===== config.mk =====
export PLATFORM = sky130hd
export DESIGN_NAME = pc_gen_ras
export DESIGN_NICKNAME = d
export VERILOG_FILES = /design/src/rtl/pc_gen_ras.sv
export SDC_FILE = /design/constraint.sdc
export NUM_CORES = 1
export LEC_CHECK = 0
export CAP_MARGIN = 20
export CORE_MARGIN = 2
export CORE_UTILIZATION = 35
export DETAILED_ROUTE_END_ITERATION = 10
export GPL_TIMING_DRIVEN = 0
export SYNTH_ARGS = -nofsm -noshare
export SYNTH_HDL_FRONTEND = slang
export SYNTH_SLANG_ARGS = --single-unit

===== constraint.sdc =====
create_clock -name clk -period 5.5 [get_ports clk]
set_input_delay 0.825 -clock clk [delete_from_list [all_inputs] [get_ports clk]]
set_output_delay 0.825 -clock clk [all_outputs]
set_load 0.02 [all_outputs]

===== src/rtl/pc_gen_ras.sv =====
// Fetch PC generator: trap/stall/EX-redirect/RAS/predicted next-PC selection
// with a small circular return-address stack fed by fetch predecode.
module pc_gen_ras #(
  parameter int unsigned     XLEN      = 32,
  parameter logic [XLEN-1:0] RESET_PC  = XLEN'(32'h0000_0000),
  parameter int unsigned     RAS_DEPTH = 4
) (
  input  logic                         clk,
  input  logic                         reset,
  input  logic                         stall,
  input  logic                         trap_valid,
  input  logic [XLEN-1:0]              trap_vector,
  input  logic                         ex_redirect,
  input  logic                         ex_jump_reg,
  input  logic [XLEN-1:0]              ex_alu_result,
  input  logic                         ex_branch_taken,
  input  logic [XLEN-1:0]              ex_branch_target,
  input  logic [XLEN-1:0]              ex_pc_next,
  input  logic [XLEN-1:0]              pred_target,
  input  logic                         pred_call,
  input  logic                         pred_ret,
  output logic [XLEN-1:0]              pc_o,
  output logic                         flush_o,
  output logic [$clog2(RAS_DEPTH):0]   ras_count_o
);

  localparam int unsigned PW = $clog2(RAS_DEPTH);
  localparam int unsigned CW = PW + 1;
  localparam logic [XLEN-1:0] PcMask   = ~XLEN'(1);
  localparam logic [XLEN-1:0] ResetPc  = RESET_PC & PcMask;
  localparam logic [CW-1:0]   CountMax = CW'(RAS_DEPTH);

  logic [XLEN-1:0] pc_q, pc_d, next_raw;
  logic            flush_q, flush_d;
  logic [CW-1:0]   count_q, count_d;
  logic [PW-1:0]   ptr_q, ptr_d, top_idx, ras_waddr;
  logic            ras_we;
  logic [XLEN-1:0] ras_q [RAS_DEPTH];
  logic            advance, cnt_nz;

  // ptr_q is the next free slot; the top of stack sits just below it.
  assign top_idx = ptr_q - PW'(1);
  assign cnt_nz  = (count_q != '0);
  assign advance = !trap_valid && !stall && !ex_redirect;

  always_comb begin
    next_raw = pred_target;
    flush_d  = 1'b0;
    if (trap_valid) begin
      next_raw = trap_vector;
      flush_d  = 1'b1;
    end else if (stall) begin
      next_raw = pc_q;
    end else if (ex_redirect) begin
      flush_d = 1'b1;
      if (ex_jump_reg)          next_raw = ex_alu_result;
      else if (ex_branch_taken) next_raw = ex_branch_target;
      else                      next_raw = ex_pc_next;
    end else if (pred_ret && cnt_nz) begin
      next_raw = ras_q[top_idx];
    end
    pc_d = next_raw & PcMask;
  end

  always_comb begin
    ras_we    = 1'b0;
    ras_waddr = ptr_q;
    ptr_d     = ptr_q;
    count_d   = count_q;
    if (trap_valid) begin
      ptr_d   = '0;
      count_d = '0;
    end else if (advance) begin
      if (pred_call && pred_ret && cnt_nz) begin
        ras_we    = 1'b1;
        ras_waddr = top_idx;
      end else if (pred_call) begin
        // A full stack overwrites its oldest entry, which lives at ptr_q.
        ras_we    = 1'b1;
        ras_waddr = ptr_q;
        ptr_d     = ptr_q + PW'(1);
        if (count_q != CountMax) count_d = count_q + CW'(1);
      end else if (pred_ret && cnt_nz) begin
        ptr_d   = top_idx;
        count_d = count_q - CW'(1);
      end
    end
  end

  always_ff @(posedge clk or negedge reset) begin
    if (!reset) begin
      pc_q    <= ResetPc;
      flush_q <= 1'b0;
      count_q <= '0;
      ptr_q   <= '0;
    end else begin
      pc_q    <= pc_d;
      flush_q <= flush_d;
      count_q <= count_d;
      ptr_q   <= ptr_d;
    end
  end

  // Entry storage is unreset; entries are only read while count is nonzero.
  always_ff @(posedge clk) begin
    if (ras_we && reset) ras_q[ras_waddr] <= pc_q + XLEN'(4);
  end

  assign pc_o        = pc_q;
  assign flush_o     = flush_q;
  assign ras_count_o = count_q;

endmodule


; ---- Word level (Yosys, flattened, before mapping)
; Memories as Yosys holds them, arrays and structs flattened.
; Cells that the tools add are included.
[classes]
n_addsub = 5
n_eq_ne = 4
muxes = 29
reduce_logical = 14
[op_table]
columns = op, count
row1 = two-way mux 32 bit, 6
row2 = adder 32 x 3 -> 32 bit (second input constant), 1
row3 = two-way mux 3 bit, 6
row4 = two-way mux 2 bit, 8
row5 = two-way mux 1 bit, 9
row6 = logical AND 1 bit, 6
row7 = nonzero test 3 bit, 2
row8 = AND reduction 4 bit, 1
row9 = adder 3 x 1 -> 3 bit (second input constant), 1
row10 = zero test 1 bit, 3
row11 = != test 3 x 2 -> 1 bit (second input constant), 1
row12 = != test 3 bit (second input constant), 1
row13 = AND reduction 3 bit, 1
row14 = subtractor 3 x 1 -> 3 bit (second input constant), 1
row15 = adder 2 x 1 -> 2 bit (second input constant), 1
row16 = != test 2 x 1 -> 1 bit (second input constant), 1
row17 = != test 2 bit (second input constant), 1
row18 = nonzero test 2 bit, 1
row19 = subtractor 2 x 1 -> 2 bit (second input constant), 1
[word_totals]
regBits = 37
ramBits = 128
inputBits = 169
memories = 1
[mem_list]
columns = memory, words, width, rd, rd_clocked_by_memory_dff, write_ports, line
row1 = ras_q, 4, 32, 1, 0, 1, 38  ; logic [XLEN-1:0] ras_q [RAS_DEPTH];

; ---- Depth between registers and ports, before layout
[logic_depth]
ltp_word = 8
depth_mapped = 7

; ---- Worst setup path after synthesis
; Ideal clock, no wire load.
[synth_timing]
path_type = in2reg
start = input port pred_call
end = memory ras_q[2][10] (enable)
setup_time_ps = 497
arrival_time_ps = 4374
required_time_ps = 5003
setup_slack_ps = 629
path_stages = 3
cell_sequence = clkbuf_1 -> nand4b_1 -> nor4_1
[synth_via]
elab_chain_cells = 8
word_cells_on_any_way = 12
cone_classes = mux (9) / reduce/logical (3)
[synth_rtl]
columns = element, line
row1 = "start, declared", 20  ; input logic pred_call,
row2 = logical AND 1 bit (2 in a row), 74  ; if (pred_call && pred_ret && cnt_nz) begin
row3 = two-way mux 1 bit, 74
row4 = two-way mux 1 bit, 73  ; end else if (advance) begin
row5 = two-way mux 1 bit, 70  ; if (trap_valid) begin
row6 = logical AND 1 bit, 106  ; if (ras_we && reset) ras_q[ras_waddr] <= pc_q + XLEN'(4);
row7 = two-way mux 1 bit, 106
row8 = two-way mux 1 bit (not written as such), 106
row9 = "end, declared", 38
; Several ways; a longest one is shown, not always the timed one.

; ---- Worst setup path in the final report
[layout_timing]
start = input port pred_call
end = memory ras_q[2][20] (enable)
; The elaborated chain is that of the path after synthesis.

==> results.json <==
{
  "ys_warn_count": 0,
  "viasPerCell": 5.175,
  "ys_async_sr_fraction_pct": 22.98,
  "routed_wl_um": 24380,
  "rsz0062_at_grt": "no",
  "max_slew_margin_pct": 36.09,
  "grt_pass1_wl_um": 36240,
  "drv_cap": 0,
  "timing.fmax_ghz": 0.2941,
  "grt_antenna_before_repair": 0,
  "synth_top_area_share_pct": 44.66,
  "layout-drive-gt1-share_pct": 18.58,
  "crit_path_start_kind": "input pin",
  "setup-violations-final": 0,
  "synth_area_leaders": "edfxtp_1 (45%), dfrtp_1 (11%), mux4_2 (8.4%), a21oi_1 (4.4%), mux2_2 (4.3%)",
  "multi_input_area_um2": 3416,
  "ant_nets": 0,
  "criticalPathCategory": "input pin to flop",
  "synth_common_cells": "edfxtp_1 (124), a21oi_1 (73), nand2_1 (40)",
  "slew_viol_final": 0,
  "routabilityCongestion": 0.7844,
  "yosysUniqueCellTypes": 49,
  "yosysTopAreaCell": "edfxtp_1",
  "finalNetCount": 1019,
  "synth_area_per_cell_um2": 13.45,
  "cp-end-kind": "flop",
  "fillers": 2153,
  "whs_ns": 0.3908,
  "drc_errors": 0,
  "cp.arrival_ns": 3.53,
  "hp-class": "input pin to async pin",
  "timing.final.crit_share_pct": 61.83,
  "crit_required_ns": 5.63,
  "first_pass_iters": 5,
  "cts-root-buf": "clkbuf_16",
  "place_hpwl_um": 18000,
  "grt_max_degree": 28,
  "worstMarginPinSlew_ns": 0.9534,
  "tns_ns": 0,
  "area_delta_synth_final_pct": 36.69,
  "hold_viol": 0,
  "syn_nets": 791,
  "io_buffers": 196,
  "finalCriticalPeriod_ns": 3.401,
  "path_max_fanout": 10,
  "coreArea_um2": 23400,
  "seq_area_um2": 4649,
  "ios": 205,
  "finalPower_mw": 3.221,
  "clk_pin_slew_ns": 0.06,
  "max-vdd-ir-drop_mv": 0.2029,
  "vias": 6106,
  "die_area_um2": 25070,
  "clock_path_buffers": 2,
  "synth_cells": 620,
  "ys_seq_area_share_pct": 55.76,
  "synthFlopType": "edfxtp_1",
  "diodes": 0,
  "timing.rr.start": "ras_count_o[2]",
  "grt_pass1_vias": 6210,
  "status": "complete, no violations",
  "clk_latency_ns": 0.42,
  "rr_endpoint": "ras_q[2][20]",
  "holdBufCountCts": 0,
  "fp-row-count": 56,
  "initial_core_util_pct": 35.63,
  "powerDensity_nw_per_um2": 282.6,
  "synth-edff-count": 124,
  "cts_tree": "done",
  "numClockSinks": 161,
  "htree_levels": 4,
  "post_cts_buffers": 0,
  "cts_buffers": 17,
  "cts_resized": 0,
  "drtIter0Drc": 367,
  "synthesis.area_um2": 8338,
  "rrSetupSlack_ns": 2.42,
  "die_h_um": 158.3,
  "synth.most_common_cell": "edfxtp_1",
  "leakagePower_nw": 3.942,
  "ys_ff_latch": 161,
  "grt_overflow": 0,
  "r2r_cells": 8,
  "gr-usage-all-layers_pct": 19.71,
  "die_w_um": 158.3,
  "finClkSkew_ns": 0.01021,
  "post_drt_wl_per_cell_um": 20.66
}
[area by class of cell]
cell class | instances | share of cell area, %
plain buffers | 51 | 2.371
clock buffers | 26 | 4.292
clock inverters | 6 | 0.2854
inverters | 9 | 0.2964
multi-input cells | 399 | 29.97
flip-flops and latches | 161 | 40.79
well taps | 319 | 3.502
repair buffers | 209 | 18.49
[critical path, cell delays in order]
cell and delay [ns]:
clkdlybuf4s50_1 0.52, clkbuf_1 0.38, nand4b_1 0.38, nor4_2 0.80, buf_6 0.24, buf_4 0.19
buf_4 0.19
[through the flow]
stage	utilization, %	worst slack, ns	std cells	area, um^2
after floorplan	-	0.6292	620	8338
after global placement	45.72	-4.010	1135	10700
after detailed placement	46.47	1.666	1148	10880
after CTS	48.70	2.119	1180	11400
after global routing	48.70	1.915	1180	11400
final	48.70	2.099	1180	11400
[routing by layer]
metal	GRT usage [%]	up-vias	wire length (um)
met5	0	-	0
met4	3.732	0	207
met3	3.756	19	1320
met2	32.84	183	12120
met1	27.17	3056	10730
li1	-	2848	-
[layout by cell type, fill, tap and decap left out, types with 4 or more instances in the layout]
cell,instances
a21oi_1,72
a21oi_2,25
a221o_1,31
and2_1,4
and3_1,6
buf_2,12
buf_4,12
buf_6,7
clkbuf_1,31
clkbuf_16,17
clkdlybuf4s50_1,195
clkinv_2,5
dfrtp_1,37
edfxtp_1,124
inv_1,9
mux2_2,32
mux2i_1,34
mux4_2,31
nand2_1,40
nand3_1,12
nand4_1,8
nor2_1,11
nor2b_1,31
xnor2_1,23
xor2_1,7
[power by group]
| group | internal, mW | leakage (nW) | switching (mW) | total (mW) |
|---|---|---|---|---|
| clock | 0.609 | 0.258 | 0.442 | 1.05 |
| sequential | 1.37 | 1.54 | 0.0477 | 1.42 |
| combinational | 0.378 | 2.14 | 0.370 | 0.748 |
| total | 2.36 | 3.94 | 0.861 | 3.22 |
[how the worst max path moves through the flow]
stage | startpoint | to | slack, ns
CTS | pred_call | ras_q[2][21] | 2.12
floorplan | pred_call | ras_q[2][10] | 0.63
finish | pred_call | ras_q[2][20] | 2.10
global route | pred_call | ras_q[0][19] | 1.92
detailed placement | pred_call | ras_q[2][20] | 1.67
global placement | reset | ras_q[2][27] | -4.01
[state kept, by name, summed over array words and instances (netlist names)]
signal,count
ptr_q,2
ras_count_o,3
ras_q,124
pc_o,31
flush_o,1
[cells by family after synthesis]
family	Yosys count	share of synthesized area [%]
flops	161	55.76
compound gates	139	11.82
buf+inv	60	3.646
xor+xnor	30	3.151
simple gates	130	8.404
mux	97	16.78
other cells	1	0.04497
fa+ha+maj	2	0.3901
Power figures use the tool's default switching activity.
==> RTL change 1, RTL diff (same settings) <==
Set the parameter `RAS_DEPTH` to 2 (it was 4).
--- a/src/rtl/pc_gen_ras.sv
+++ b/src/rtl/pc_gen_ras.sv
@@ -3,7 +3,7 @@
 module pc_gen_ras #(
   parameter int unsigned     XLEN      = 32,
   parameter logic [XLEN-1:0] RESET_PC  = XLEN'(32'h0000_0000),
-  parameter int unsigned     RAS_DEPTH = 4
+  parameter int unsigned     RAS_DEPTH = 2
 ) (
   input  logic                         clk,
   input  logic                         reset,
Ports: changed (resized ras_count_o); port bits go from 205 to 204. No check against the original RTL was run, so the function may have changed too.
==> RTL change 1 against the unedited design <==
  * Sequential power is 39% lower
  * Sequential cell count shrank 64
  * Area after synthesis is 35% lower
  * First-iteration DRC count is 15% lower
  * Worst setup slack better by 910 ps
  * Total power shrank 44%
  * Final area shrank 31%
  * Routed wire length fell by 26%
==> RTL change 1: results (changes against the unedited design) <==
stage,metric,value,unit,change
finish,diodes,0,,unchanged
global_routing,grt_pass1_wl,27.6,mm,-24%
synthesis,synthXorXnorAreaFrac,4.99,%,+1.8 points
synthesis,synth_edf_count,62,,-50%
finish,drive_above_1_share,3.77,%,-15 points
synthesis,synth-compound-area-share,14.3,%,+2.5 points
placed_design,io_buffers,192,,-2.0%
outcome,outcome,finished clean,,
cts,clkSlewWorstSetupHoldPaths,60,ps,about the same
synthesis,yosys_most_used_dff,edfxtp_1,,
finish,top_register,ras_q,,
global_routing,first_global_vias,5261,,-15%
placed_design,place.gp.congestion,0.785,,about the same
sta,skew,5.68,ps,-4.53 ps
cts,clk_latency,340,ps,-80 ps
route,drtIter0Drc,311,,-15%
cts,htreeDepth,3,,-1
route,drtPass1Iterations,5,,unchanged
synthesis,synthAdderAreaFrac,0.230,%,-0.16 points
cts,cts_made_buffers,9,,-8
finish,n_fill_cell,1426,,-34%
synthesis,ys_seq_area_share,50.3,%,-5.4 points
synthesis,synthMuxAreaShare,11.6,%,-5.2 points
cts,cts_resized,0,,unchanged
critical_path,path_max_fanout,30,,+20
cts,cts-root-buf,clkbuf_16,,
route,avgViaCountPerCell,5.31,,+2.6%
placed_design,dp_hpwl,13.3,mm,-26%
cts,clock_path_buffers,2,,unchanged
synthesis,synth_area_leaders,"edfxtp_1, dfrtp_1, mux2i_1",,
synthesis,yosys-top-cells-count,"nand2_1, o21ai_0, mux2i_1, edfxtp_1, nor2_1",,
route,wire_per_inst,19.0,um,-8.2%
placed_design,pre_cts_ws,2640,ps,+976 ps
power,ir_drop,0.145,mV,-28%
synthesis,async_flop_share,36.1,%,+13 points
global_routing,track_usage,21.7,%,+2.0 points
synthesis,ys.warnings.count,0,,unchanged
power,power_leakage,2.79,nW,-29%
finish,nets,934,,-8.3%
cts,cts_setup_buffers,0,,unchanged
worst_hold_path,hold_class,primary input to async pin,,
synthesis,synth_cell_types,34,,-31%
sta,tightest_slew,684,ps,-270 ps
finish,largest_register_ffs,62,,-50%
global_routing,antenna_found_initial,0,,unchanged
synthesis,synth_fp_nets,728,,-8.0%
global_routing,grt_max_degree,36,,+29%
==> RTL change 1: cell types whose count changed in the layout (fill, tap and decap cells not counted), moves of 30 or more <==
cell	change
a221o_1	-31
mux2_2	-32
a21oi_1	-70
edfxtp_1	-62
nand2_1	+64
a221oi_1	+30
o21ai_0	+90
mux4_2	-31
==> RTL change 1: metal layers <==
layer  wire length [um]  GRT usage [%]  up-vias  share of wire (%)
met3               1210           3.87       24                6.7
met4                313           6.46        0                1.7
met2               8910           38.5      185                 49
li1                   -              -     2435                  -
met1               7710           27.0     2438                 43
met5                  0              0        -                  0
==> RTL change 1: where the power goes <==
group / switching [mW] / internal [mW]
sequential: 0.0460 / 0.814
clock: 0.250 / 0.306
combinational: 0.171 / 0.212
total: 0.467 / 1.33
==> RTL change 1: worst paths after layout <==
check / startpoint / to / slack, ps / cells after the start
max: pred_ret / ras_q[1][25] / 3000 / 6
min: reset / flush_o / 280 / 1
max reg2reg: pc_o[2] / ras_q[1][20] / 3410 / 5
min reg2reg: pc_o[1] / ras_q[0][1] / 510 / 0
max in group asynchronous: reset / pc_o[1] / 4830 / 2
min in group clk: pc_o[1] / ras_q[0][1] / 510 / 0
==> RTL change 1: worst max-delay path, stage by stage <==
cell and delay [ps]:
clkdlybuf4s50_1 530, o21a_1 140, buf_2 230, xor2_1 300, nor2b_4 240, buf_12 230
==> RTL change 1: stage by stage <==
stage / cell area [um^2] / std cells
floorplan: 5440 / 558
global placement: 7600 / 938
detailed placement: 7670 / 941
CTS: 7920 / 957
global route: 7920 / 957
finish: 7920 / 957
==> RTL change 1: final cells by class <==
type	instances	area share, %
Timing Repair Buffer	195	25.0
Inverter	3	0.142
Buffer	43	2.32
Clock buffer	14	3.08
Tap cell	188	2.97
Sequential cell	97	34.6
Multi-Input combinational cell	415	31.8
Clock inverter	2	0.111
==> RTL change 1: kinds of logic after synthesis <==
family,count (synthesis)
compound gates,131
mux,63
other cells,1
buf+inv,46
fa+ha+maj,1
xor+xnor,31
simple gates,188
flops,97
==> RTL change 2, RTL diff (same settings) <==
Without the edit above. Add an input register stage for `ex_branch_target` and `pred_target`; this delays them by one clock. The other inputs are not delayed to match.
--- a/src/rtl/pc_gen_ras.sv
+++ b/src/rtl/pc_gen_ras.sv
@@ -30,6 +30,14 @@
   localparam logic [XLEN-1:0] ResetPc  = RESET_PC & PcMask;
   localparam logic [CW-1:0]   CountMax = CW'(RAS_DEPTH);
 
+  logic [XLEN-1:0] ex_branch_target_q;
+  logic [XLEN-1:0] pred_target_q;
+
+  always_ff @(posedge clk) begin
+    ex_branch_target_q <= ex_branch_target;
+    pred_target_q      <= pred_target;
+  end
+
   logic [XLEN-1:0] pc_q, pc_d, next_raw;
   logic            flush_q, flush_d;
   logic [CW-1:0]   count_q, count_d;
@@ -44,7 +52,7 @@
   assign advance = !trap_valid && !stall && !ex_redirect;
 
   always_comb begin
-    next_raw = pred_target;
+    next_raw = pred_target_q;
     flush_d  = 1'b0;
     if (trap_valid) begin
       next_raw = trap_vector;
@@ -54,7 +62,7 @@
     end else if (ex_redirect) begin
       flush_d = 1'b1;
       if (ex_jump_reg)          next_raw = ex_alu_result;
-      else if (ex_branch_taken) next_raw = ex_branch_target;
+      else if (ex_branch_taken) next_raw = ex_branch_target_q;
       else                      next_raw = ex_pc_next;
     end else if (pred_ret && cnt_nz) begin
       next_raw = ras_q[top_idx];
Function: changed (Yosys sat finds a counterexample within 4 cycles, from zero or initial values and one cycle with reset low).
==> RTL change 2 against the unedited design <==
  * Area after synthesis increased by 15%
  * Routed wire length increased by 8.5%
  * Sequential cell count increased by 62
  * Critical path type unchanged
  * Worst setup slack improved by 240 ps
  * First-iteration DRC count increased by 40%
  * Final area increased by 14%
  * Total power increased by 32%
  * Sequential power increased by 34%
==> RTL change 2: results (changes against the unedited design) <==
stage,metric,value,unit,change
route,routed_wl,26.5,mm,+8.5%
route,avgViaCountPerCell,5.13,,-0.87%
placed_design,placed_cell_area,0.0122,mm^2,+12%
global_routing,antenna_found_initial,0,,unchanged
critical_path,r2r-end,ras_q[0][2],,
placed_design,placedCellCount,1243,,+8.3%
synthesis,synth_cell_types,50,,+2.0%
die,core_area,0.0270,mm^2,+15%
global_routing,gr-usage-met1,24.3,%,-2.9 points
global_routing,track_usage,18.3,%,-1.4 points
finish,final-clk-cell-share,6.09,%,+1.5 points
global_routing,grt_max_degree,29,,+3.6%
finish,diodes,0,,unchanged
synthesis,synth-seq-cells,223,,+39%
outcome,outcome,finished clean,,
sta,whs,193,ps,-198 ps
finish,n_all_inverters,12,,+3
cts,clkSlewWorstSetupHoldPaths,60,ps,about the same
finish,buf_share,18.3,%,-2.5 points
global_routing,grt_pass1_wl,40.2,mm,+11%
synthesis,ys_seq_area_share,61.2,%,+5.5 points
finish,nets,1101,,+8.0%
route,wl_met1,11.5,mm,+7.6%
synthesis,synth_fp_nets,864,,+9.2%
critical_path,worstSetupEndpointType,register,,
finish,multi_input_area,0.00344,mm^2,+0.73%
finish,drive_above_1_share,18.2,%,-0.37 points
synthesis,yosys-top-cells-count,"edfxtp_1, a21oi_1, dfxtp_1, nand2_1, dfrtp_1",,
critical_path,slowest_delay,630,ps,-170 ps
route,wl_met3,1.95,mm,+48%
cts,cts_made_buffers,26,,+9
placed_design,pre_cts_ws,1800,ps,+130 ps
global_routing,first_global_vias,6926,,+12%
sta,skew,10.3,ps,+0.104 ps
finish,seq_share,45.4,%,+4.6 points
critical_path,worstPathArrival,3390,ps,-140 ps
finish,num-clock-buffers,31,,+19%
finish,multi_input_gates,407,,+2.0%
synthesis,async_flop_share,16.6,%,-6.4 points
sta,fin_crit_sh,57.5,%,-4.3 points
synthesis,synth_area_leaders,"edfxtp_1, dfxtp_1, dfrtp_1",,
global_routing,met2_usage,30.8,%,-2.0 points
cts,clock_path_buffers,3,,+1
route,dr_wl_met2,12.5,mm,+3.2%
critical_path,reg2reg_setup_slack,2540,ps,+120 ps
synthesis,avgSynthCellArea,13.9,um^2,+3.2%
power,ir_drop,0.211,mV,+4.1%
sta,tightest_slew,793,ps,-160 ps
cts,htreeDepth,1,,-3
finish,register_area,0.00589,mm^2,+27%
worst_hold_path,hold_class,primary input to async pin,,
global_routing,met3_usage,4.15,%,+0.39 points
power,power_leakage,4.63,nW,+17%
route,drtIter0Drc,515,,+40%
placed_design,dp_hpwl,18.9,mm,+4.8%
route,top_layer,met4,,
placed_design,place.gp.congestion,0.744,,-5.2%
cts,clk_latency,530,ps,+110 ps
finish,final_cell_count_no_fill,1291,,+9.4%
finish,n_fill_cell,2400,,+11%
==> RTL change 2: changes by cell type after synthesis, moves of 3 or more <==
cell	delta
nor3_1	+6
xor2_1	+10
nor4_1	+5
inv_1	+3
xnor2_1	-10
and2_1	-3
dfxtp_1	+62
and3_1	-3
==> RTL change 2: kinds of logic after synthesis <==
| logic type | synth area share (%) |
|---|---|
| AO/OA/AOI/OAI | 10.2 |
| flip-flops | 61.2 |
| buffers and inverters | 3.33 |
| adder cells (fa/ha/maj) | 0.338 |
| AND/OR/NAND/NOR | 7.54 |
| other | 0.0390 |
| XOR/XNOR | 2.73 |
| multiplexers | 14.5 |
==> RTL change 2: worst register-to-register path: stages, from the launching register on <==
cell,delay [ps]
dfrtp_1,370
buf_2,170
o31ai_4,660
buf_6,240
nor2_1,80
nor4_2,500
buf_4,270
buf_4,180
buf_4,200
==> RTL change 2: power breakdown <==
group,internal (mW),switching (mW),leakage (nW)
registers,1.85,0.0549,2.06
clock network,0.916,0.678,0.390
logic,0.376,0.375,2.17
